[config.mk]
export PLATFORM = sky130hd
export DESIGN_NAME = attn_softmax_stream
export DESIGN_NICKNAME = d
export VERILOG_FILES = /design/src/rtl/attn_pkg.sv /design/src/rtl/attn_exp.sv /design/src/rtl/attn_softmax_stream.sv
export SDC_FILE = /design/constraint.sdc
export NUM_CORES = 1
export LEC_CHECK = 0
export BUFFER_PORTS_ARGS = -buffer_cell sky130_fd_sc_hd__buf_2
export CAP_MARGIN = 25
export CELL_PAD_IN_SITES_DETAIL_PLACEMENT = 1
export CELL_PAD_IN_SITES_GLOBAL_PLACEMENT = 1
export CORE_MARGIN = 1.5
export CORE_UTILIZATION = 51
export DETAILED_ROUTE_END_ITERATION = 10
export GPL_ROUTABILITY_DRIVEN = 0
export GPL_TIMING_DRIVEN = 0
export PLACE_DENSITY = 0.87
export SYNTH_ARGS = -nofsm -noshare
export SYNTH_HDL_FRONTEND = slang
export SYNTH_SLANG_ARGS = --single-unit
[constraint.sdc]
create_clock -name clk -period 12.5 [get_ports clk]
set_clock_uncertainty 0.15 [all_clocks]
set_input_delay 0.625 -clock clk [delete_from_list [all_inputs] [get_ports clk]]
set_output_delay 0.625 -clock clk [all_outputs]
set_load 0.1 [all_outputs]
[src/rtl/attn_pkg.sv]
// Shared types and Q-format constants for the attention blocks, plus the
// elaboration-time exp() used to build the exp lookup table.
package attn_pkg;

    typedef enum logic [1:0] {
        ACC,
        EXP,
        DIV,
        OUT
    } state_t;

    // Score x is signed Q1.6, e is UQ3.6, weights are UQ0.8.
    localparam int X_W    = 8;
    localparam int X_FRAC = 6;
    localparam int X_MAX  = 127;
    localparam int X_MIN  = -128;
    localparam int E_W    = 9;
    localparam int E_FRAC = 6;
    localparam int W_W    = 8;

    localparam int                   DIV_NUM_W = 17;
    localparam logic [DIV_NUM_W-1:0] DIV_NUM   = 17'd65536;
    localparam int                   DIV_CYC   = DIV_NUM_W;

    localparam int EXP_CALC_F = 40;

    // round(2^E_FRAC * exp(x / 2^X_FRAC)) by Taylor series in 40-bit fixed point;
    // only ever evaluated on constants, so it folds away at elaboration.
    function automatic logic [E_W-1:0] exp_q6(input int x);
        longint one;
        longint term;
        longint sum;
        one  = longint'(1) <<< EXP_CALC_F;
        term = one;
        sum  = one;
        for (int n = 1; n < 32; n++) begin
            term = (term * longint'(x)) / longint'(n << X_FRAC);
            sum  = sum + term;
        end
        return E_W'(((sum <<< E_FRAC) + (one >>> 1)) >>> EXP_CALC_F);
    endfunction

endpackage

[src/rtl/attn_exp.sv]
// Combinational exp table: signed Q1.6 score in, UQ3.6 round(64*exp(x/64)) out.
// Table contents are constants computed at elaboration.
module attn_exp
    import attn_pkg::*;
(
    input  logic signed [X_W-1:0] x,
    output logic        [E_W-1:0] e
);

    logic [E_W-1:0] lut [2**X_W];

    for (genvar i = 0; i < 2**X_W; i++) begin : g_lut
        localparam logic [E_W-1:0] ENTRY = exp_q6(i - 2**(X_W-1));
        assign lut[i] = ENTRY;
    end

    // Offset-binary index: entry 0 holds x = -128.
    assign e = lut[{~x[X_W-1], x[X_W-2:0]}];

endmodule

[src/rtl/attn_softmax_stream.sv]
// Streaming softmax over attention scores: dot-product accumulate, exp table,
// reciprocal of the row sum, weighted output. ATTN_MAXSUB_EN adds max subtraction.
module attn_softmax_stream
    import attn_pkg::*;
#(
    parameter int DATA_W      = 8,
    parameter int FEAT_DIM    = 4,
    parameter int SEQ_LEN     = 4,
    parameter int SCORE_SHIFT = 1
) (
    input  logic                     clk,
    input  logic                     rst_n,
    input  logic signed [DATA_W-1:0] s_q,
    input  logic signed [DATA_W-1:0] s_k,
    input  logic                     s_valid,
    output logic                     s_ready,
    output logic        [W_W-1:0]    m_data,
    output logic                     m_valid,
    input  logic                     m_ready,
    output logic                     m_last
);

    localparam int PROD_W  = 2 * DATA_W;
    localparam int ACC_W   = PROD_W + $clog2(FEAT_DIM);
    localparam int BEAT_W  = $clog2(FEAT_DIM);
    localparam int IDX_W   = $clog2(SEQ_LEN);
    localparam int Z_W     = E_W + IDX_W;
    localparam int X_SHIFT = PROD_W - X_W + SCORE_SHIFT;
    localparam int WP_W    = E_W + DIV_NUM_W;
    localparam int DC_W    = $clog2(DIV_CYC);

    localparam logic signed [ACC_W-1:0] ACC_X_HI = ACC_W'(X_MAX);
    localparam logic signed [ACC_W-1:0] ACC_X_LO = ACC_W'(X_MIN);
    localparam logic [IDX_W-1:0]        IDX_LAST = IDX_W'(SEQ_LEN - 1);

    state_t state, state_nxt;

    logic signed [PROD_W-1:0] prod;
    logic signed [ACC_W-1:0]  acc, acc_sum, acc_sh;
    logic signed [X_W-1:0]    x_sat, exp_in;
    logic        [E_W-1:0]    e_val;
    logic        [BEAT_W-1:0] beat;
    logic        [IDX_W-1:0]  idx, w_sel;
    logic        [Z_W-1:0]    z, rem, rem_sub, rem_nxt;
    logic        [Z_W:0]      rem_sh;
    logic        [DIV_NUM_W-1:0] quot, quot_nxt;
    logic        [DC_W-1:0]   div_cnt;
    logic        [WP_W-9:0]   w_shr;
    logic        [W_W-1:0]    w_sat;
    logic s_fire, m_fire, beat_last, idx_last, div_last, div_ge;

    logic [E_W-1:0] ebuf [SEQ_LEN];

    assign s_ready   = (state == ACC);
    assign s_fire    = s_valid && s_ready;
    assign m_fire    = m_valid && m_ready;
    assign beat_last = (beat == BEAT_W'(FEAT_DIM - 1));
    assign idx_last  = (idx == IDX_LAST);
    assign div_last  = (div_cnt == DC_W'(DIV_CYC - 1));

    assign prod    = PROD_W'(s_q) * PROD_W'(s_k);
    assign acc_sum = acc + ACC_W'(prod);
    assign acc_sh  = acc_sum >>> X_SHIFT;

    always_comb begin
        if (acc_sh > ACC_X_HI)
            x_sat = X_W'(X_MAX);
        else if (acc_sh < ACC_X_LO)
            x_sat = X_W'(X_MIN);
        else
            x_sat = acc_sh[X_W-1:0];
    end

`ifdef ATTN_MAXSUB_EN
    logic signed [X_W-1:0] max_x, x_raw;
    logic signed [X_W:0]   x_rel;

    assign x_raw = ebuf[idx][X_W-1:0];
    assign x_rel = {x_raw[X_W-1], x_raw} - {max_x[X_W-1], max_x};

    always_comb begin
        if (x_rel < (X_W+1)'(X_MIN))
            exp_in = X_W'(X_MIN);
        else if (x_rel > (X_W+1)'(X_MAX))
            exp_in = X_W'(X_MAX);
        else
            exp_in = x_rel[X_W-1:0];
    end
`else
    assign exp_in = x_sat;
`endif

    attn_exp u_exp (
        .x (exp_in),
        .e (e_val)
    );

    // Restoring divider: quot starts as the numerator and shifts into the remainder.
    assign rem_sh   = {rem, quot[DIV_NUM_W-1]};
    assign div_ge   = (rem_sh >= {1'b0, z});
    assign rem_sub  = Z_W'(rem_sh - {1'b0, z});
    assign rem_nxt  = div_ge ? rem_sub : rem_sh[Z_W-1:0];
    assign quot_nxt = {quot[DIV_NUM_W-2:0], div_ge};

    assign w_sel = m_valid ? idx + IDX_W'(1) : idx;
    assign w_shr = (WP_W-8)'((WP_W'(ebuf[w_sel]) * WP_W'(quot)) >> 8);
    assign w_sat = (|w_shr[WP_W-9:W_W]) ? '1 : w_shr[W_W-1:0];

    // NOTE: always_comb assigns every output a default first so no latch is inferred.
    always_comb begin
        state_nxt = state;
        unique case (state)
            ACC: if (s_valid && beat_last && idx_last) state_nxt = EXP;
`ifdef ATTN_MAXSUB_EN
            EXP: if (idx_last) state_nxt = DIV;
`else
            EXP: state_nxt = DIV;
`endif
            DIV: if (div_last) state_nxt = OUT;
            OUT: if (m_fire && m_last) state_nxt = ACC;
            default: state_nxt = ACC;
        endcase
    end

    // NOTE: sequential state uses non-blocking assignments so all registers update together.
    always_ff @(posedge clk or negedge rst_n) begin
        if (!rst_n)
            state <= ACC;
        else
            state <= state_nxt;
    end

    always_ff @(posedge clk or negedge rst_n) begin
        if (!rst_n) begin
            acc     <= '0;
            beat    <= '0;
            idx     <= '0;
            z       <= '0;
            rem     <= '0;
            quot    <= '0;
            div_cnt <= '0;
            m_valid <= 1'b0;
            m_last  <= 1'b0;
            m_data  <= '0;
`ifdef ATTN_MAXSUB_EN
            max_x   <= '0;
`endif
        end else begin
            unique case (state)
                ACC: begin
                    if (s_fire) begin
                        beat <= beat + BEAT_W'(1);
                        if (beat_last) begin
                            acc <= '0;
                            idx <= idx + IDX_W'(1);
`ifdef ATTN_MAXSUB_EN
                            if (idx == '0 || x_sat > max_x)
                                max_x <= x_sat;
`else
                            z <= z + Z_W'(e_val);
`endif
                        end else begin
                            acc <= acc_sum;
                        end
                    end
                end
                EXP: begin
`ifdef ATTN_MAXSUB_EN
                    z   <= z + Z_W'(e_val);
                    idx <= idx + IDX_W'(1);
`endif
                    rem     <= '0;
                    quot    <= DIV_NUM;
                    div_cnt <= '0;
                end
                DIV: begin
                    rem     <= rem_nxt;
                    div_cnt <= div_cnt + DC_W'(1);
                    if (div_last && z == '0)
                        quot <= '0;
                    else
                        quot <= quot_nxt;
                end
                OUT: begin
                    if (!m_valid) begin
                        m_valid <= 1'b1;
                        m_data  <= w_sat;
                        m_last  <= (w_sel == IDX_LAST);
                    end else if (m_ready) begin
                        if (m_last) begin
                            m_valid <= 1'b0;
                            m_last  <= 1'b0;
                            m_data  <= '0;
                            idx     <= '0;
                            z       <= '0;
                        end else begin
                            idx    <= w_sel;
                            m_data <= w_sat;
                            m_last <= (w_sel == IDX_LAST);
                        end
                    end
                end
                default: ;
            endcase
        end
    end

    // NOTE: the score buffer has no reset; every entry is written before it is read.
    always_ff @(posedge clk) begin
        if (s_fire && beat_last) begin
`ifdef ATTN_MAXSUB_EN
            ebuf[idx] <= E_W'(x_sat);
`else
            ebuf[idx] <= e_val;
`endif
        end
`ifdef ATTN_MAXSUB_EN
        else if (state == EXP) begin
            ebuf[idx] <= e_val;
        end
`endif
    end

endmodule

==> summary.md <==
| Metric | Value |
|---|---|
| Status | `complete, no violations` |
| H-tree depth | `4` |
| Antenna cells | `0` |
| Delay-heaviest family, CP | `compound AO/OA/AOI/OAI gates` |
| CTS max path bufs | `2` |
| Hold Path Class | `reg -> reg` |
| CP Data Required Time | `12.69 ns` |
| Row cnt | `64` |
| Worst-path maximum fanout | `11` |
| Crit start category | `input port` |
| Postcts setup bufs | `0` |
| Filler cells | `3608` |
| Top_reg_cell synth | `dfrtp_1` |
| Wire length of the first global-routing pass | `82.84 mm` |
| Critical Path AT | `12.00 ns` |
| Synthesized area per cell | `8.926 sq um` |
| Initial antenna violation count | `0` |
| Residual DRC | `0` |
| Reg2reg path depth | `39` |
| Worst setup startpoint | `s_k[0]` |
| Avg WL per Cell | `23.25 um` |
| Final Max Tran Viols | `0` |
| WS Path Type | `in -> reg` |
| Layout cells sized above 1 | `5.601%` |
| TritonCTS buffer count | `17` |
| Adder-Cell Fraction of Synth Area | `34.65%` |
| Largest net degree at the start of global routing | `55` |
| Tmin final | `11.81 ns` |
| Pre-Repair DR Iteration Count | `6` |
| CP Depth | `39` |
| Initial Util | `51.73%` |
| CP max stage cell | `o311ai_1` |
| Core Footprint | `30590 sq um` |
| Mux cell area share after synthesis | `3.202%` |
| Chip Width | `179.2 um` |
| Number of global-route vias before repair | `roughly 16000` |
| Most frequent cells in the layout | `276 x inv_1, 187 x fa_1, 182 x nand2_1` |
| Slew headroom | `21.39%` |
| GRT Overall Usage | `33.73%` |
| Register area share after synthesis | `19.17%` |
| Worst r2r dst | `z[9]$_DFFE_PN0P_` |
| Reg2reg start | `acc[6]$_DFFE_PN0P_` |
| Max Cap Viol | `0` |
| Synth Net Count | `2111` |
| WHS | `0.3335 ns` |
| Top-level I/O count | `31` |
| Post-synth EDFFs | `36` |
| Synth Cell Area | `15830 sq um` |
| Largest family of logic cells by synthesized area | `adder cells` |
| Routed via count | `14203` |
| RSZ-0062 raised after global routing | `no` |
| Ys async rst share | `68.42%` |
| CP endpoint kind | `flip-flop` |
| CP max stage delay | `0.94 ns` |
| Worst-Margin Slew | `1.171 ns` |
| Clk slew on worst S/H paths | `0.07 ns` |
| Worst min-delay path startpoint | `m_data[0]$_DFFE_PN0P_` |
| # setup viols final | `0` |
| Count of final hold-check violations | `0` |
| Clk Latency, worst-skew pair | `0.44 ns` |
| XOR/XNOR Fraction of Synth Area | `2.720%` |
| Cells after synthesis | `1773` |
| Final HPWL DP | `38.85 mm` |
| CTS tree | `built` |
| Die height | `179.2 um` |
| Routed Antenna Nets | `0` |
| Max Fclk | `84.68 MHz` |
| WL final | `about 52 mm` |
| # port buffers | `29` |
| Clk root buf | `clkbuf_16` |
| Post-Synth Simple-Gate Area | `15.65%` |
| Tcrit/Tclk final | `94.48%` |
| FF-to-FF setup slack | `1.08 ns` |
| CTS Sinks | `roughly 110` |
| Synth-to-Final Area Change | `7.962%` |
| Total gr overflow | `0` |
| Ys Warns | `0` |
| Starting DRC count in detailed routing | `around 1500` |
| Die area | `32090 sq um` |
| Sequential Area | `3033 sq um` |
| Most common library cell in the layout ignoring fill and taps | `inv_1` |
| Yosys reg bits | `around 110` |
| Synth Area in Compound Gates | `15.97%` |
| Via-to-Cell Ratio | `6.355` |
| CP endpoint | `z[9]$_DFFE_PN0P_` |
| Fin nets | `around 2200` |
| Multi-input logic area | `11440 sq um` |
| Synth cell types | `78` |
| Buf/Inv on CP | `8` |
## flip-flops by register name (all words and copies together) (netlist names), 2 cells and up
| name | cells |
|---|---|
| ebuf | 36 |
| rem | 11 |
| z | 11 |
| idx | 2 |
| quot | 17 |
| m_data | 8 |
| div_cnt | 5 |
| state | 2 |
| beat | 2 |
| acc | 18 |
## worst min path at each step
stage	depth (start not counted)	slack (ns)	endpoint
after floorplan	0	0.18	acc[0]$_DFFE_PN0P_
after detailed placement	2	0.32	acc[6]$_DFFE_PN0P_
after global routing	2	0.37	acc[6]$_DFFE_PN0P_
after global placement	2	0.31	m_data[3]$_DFFE_PN0P_
after CTS	2	0.33	acc[6]$_DFFE_PN0P_
final	2	0.33	m_data[0]$_DFFE_PN0P_
## layout make-up
cell class                 instances  share of cell area (%)
timing repair buffer              34                   1.216
clock inverter                    10                  0.5053
clock buffer                      22                   2.658
tap                              396                   2.900
multi-input combinational       1298                   66.96
buffer                            81                   1.860
sequential                       114                   17.75
inverter                         280                   6.152
## per-stage QoR
stage	TNS, ns	instance area (sq um)	setup slack [ns]	utilization, %	instances
detailed placement	-0.1127	16510	-0.1127	53.98	2201
global placement	0	16470	0.4380	53.83	2198
global route	0	17090	0.04191	55.85	2235
CTS	0	17060	0.1338	55.78	2234
floorplan	0	15830	2.613	-	1773
finish	0	17090	0.6904	55.85	2235
## cells by family after synthesis
group | Yosys count
buf+inv | 361
simple gates | 511
flops | 114
compound gates | 377
xor+xnor | 47
mux | 35
fa+ha+maj | 328
## tightest hold or removal path, cell delays in order (launching register included)
cell and delay [ns]:
dfrtp_1 0.34, nand2_1 0.05, o21ai_1 0.06
## layer usage
layer / up-vias / track usage [%] / part of all wire (%)
li1: 6050 / - / -
met1: 7125 / 40.04 / 38
met2: 770 / 57.32 / 49
met3: 258 / 6.277 / 7.2
met4: 0 / 19.11 / 5.7
met5: - / 0 / 0
## synth_stat cells, drive strengths merged (7+ instances only)
master / count / area share [%]
nand2b: 14 / 0.55
edfxtp: 36 / 6.8
o22ai: 32 / 1.3
mux2i: 18 / 1.1
fa: 187 / 24
a31oi: 18 / 0.71
or3: 7 / 0.28
clkbuf: 62 / 1.5
o211ai: 17 / 0.81
xnor2: 33 / 1.9
dfrtp: 78 / 12
a21o: 18 / 0.85
a21oi: 68 / 2.2
and2: 130 / 5.1
a211oi: 10 / 0.47
o21ai: 94 / 3.0
nor2: 89 / 2.1
o21a: 14 / 0.66
nor2b: 9 / 0.36
maj3: 10 / 0.63
xor2: 14 / 0.77
nand4: 9 / 0.36
nand3: 27 / 0.85
nand2: 182 / 4.3
buf: 19 / 0.54
ha: 131 / 10
mux4: 11 / 1.6
a22o: 12 / 0.66
nor3: 26 / 0.82
o31ai: 13 / 0.70
a21boi: 7 / 0.33
o221ai: 8 / 0.44
inv: 279 / 6.6
## repair_timing
item | in CTS | in global routing
resized for setup | 0 | 5
hold buffers | 1 | 0
endpoints found under the hold margin | 24 | 0
endpoints found under the setup margin | 0 | 3
Power is left out: the tool's default activity adds up to more than one toggle a clock period on the data nets, which glitch-free logic cannot reach.
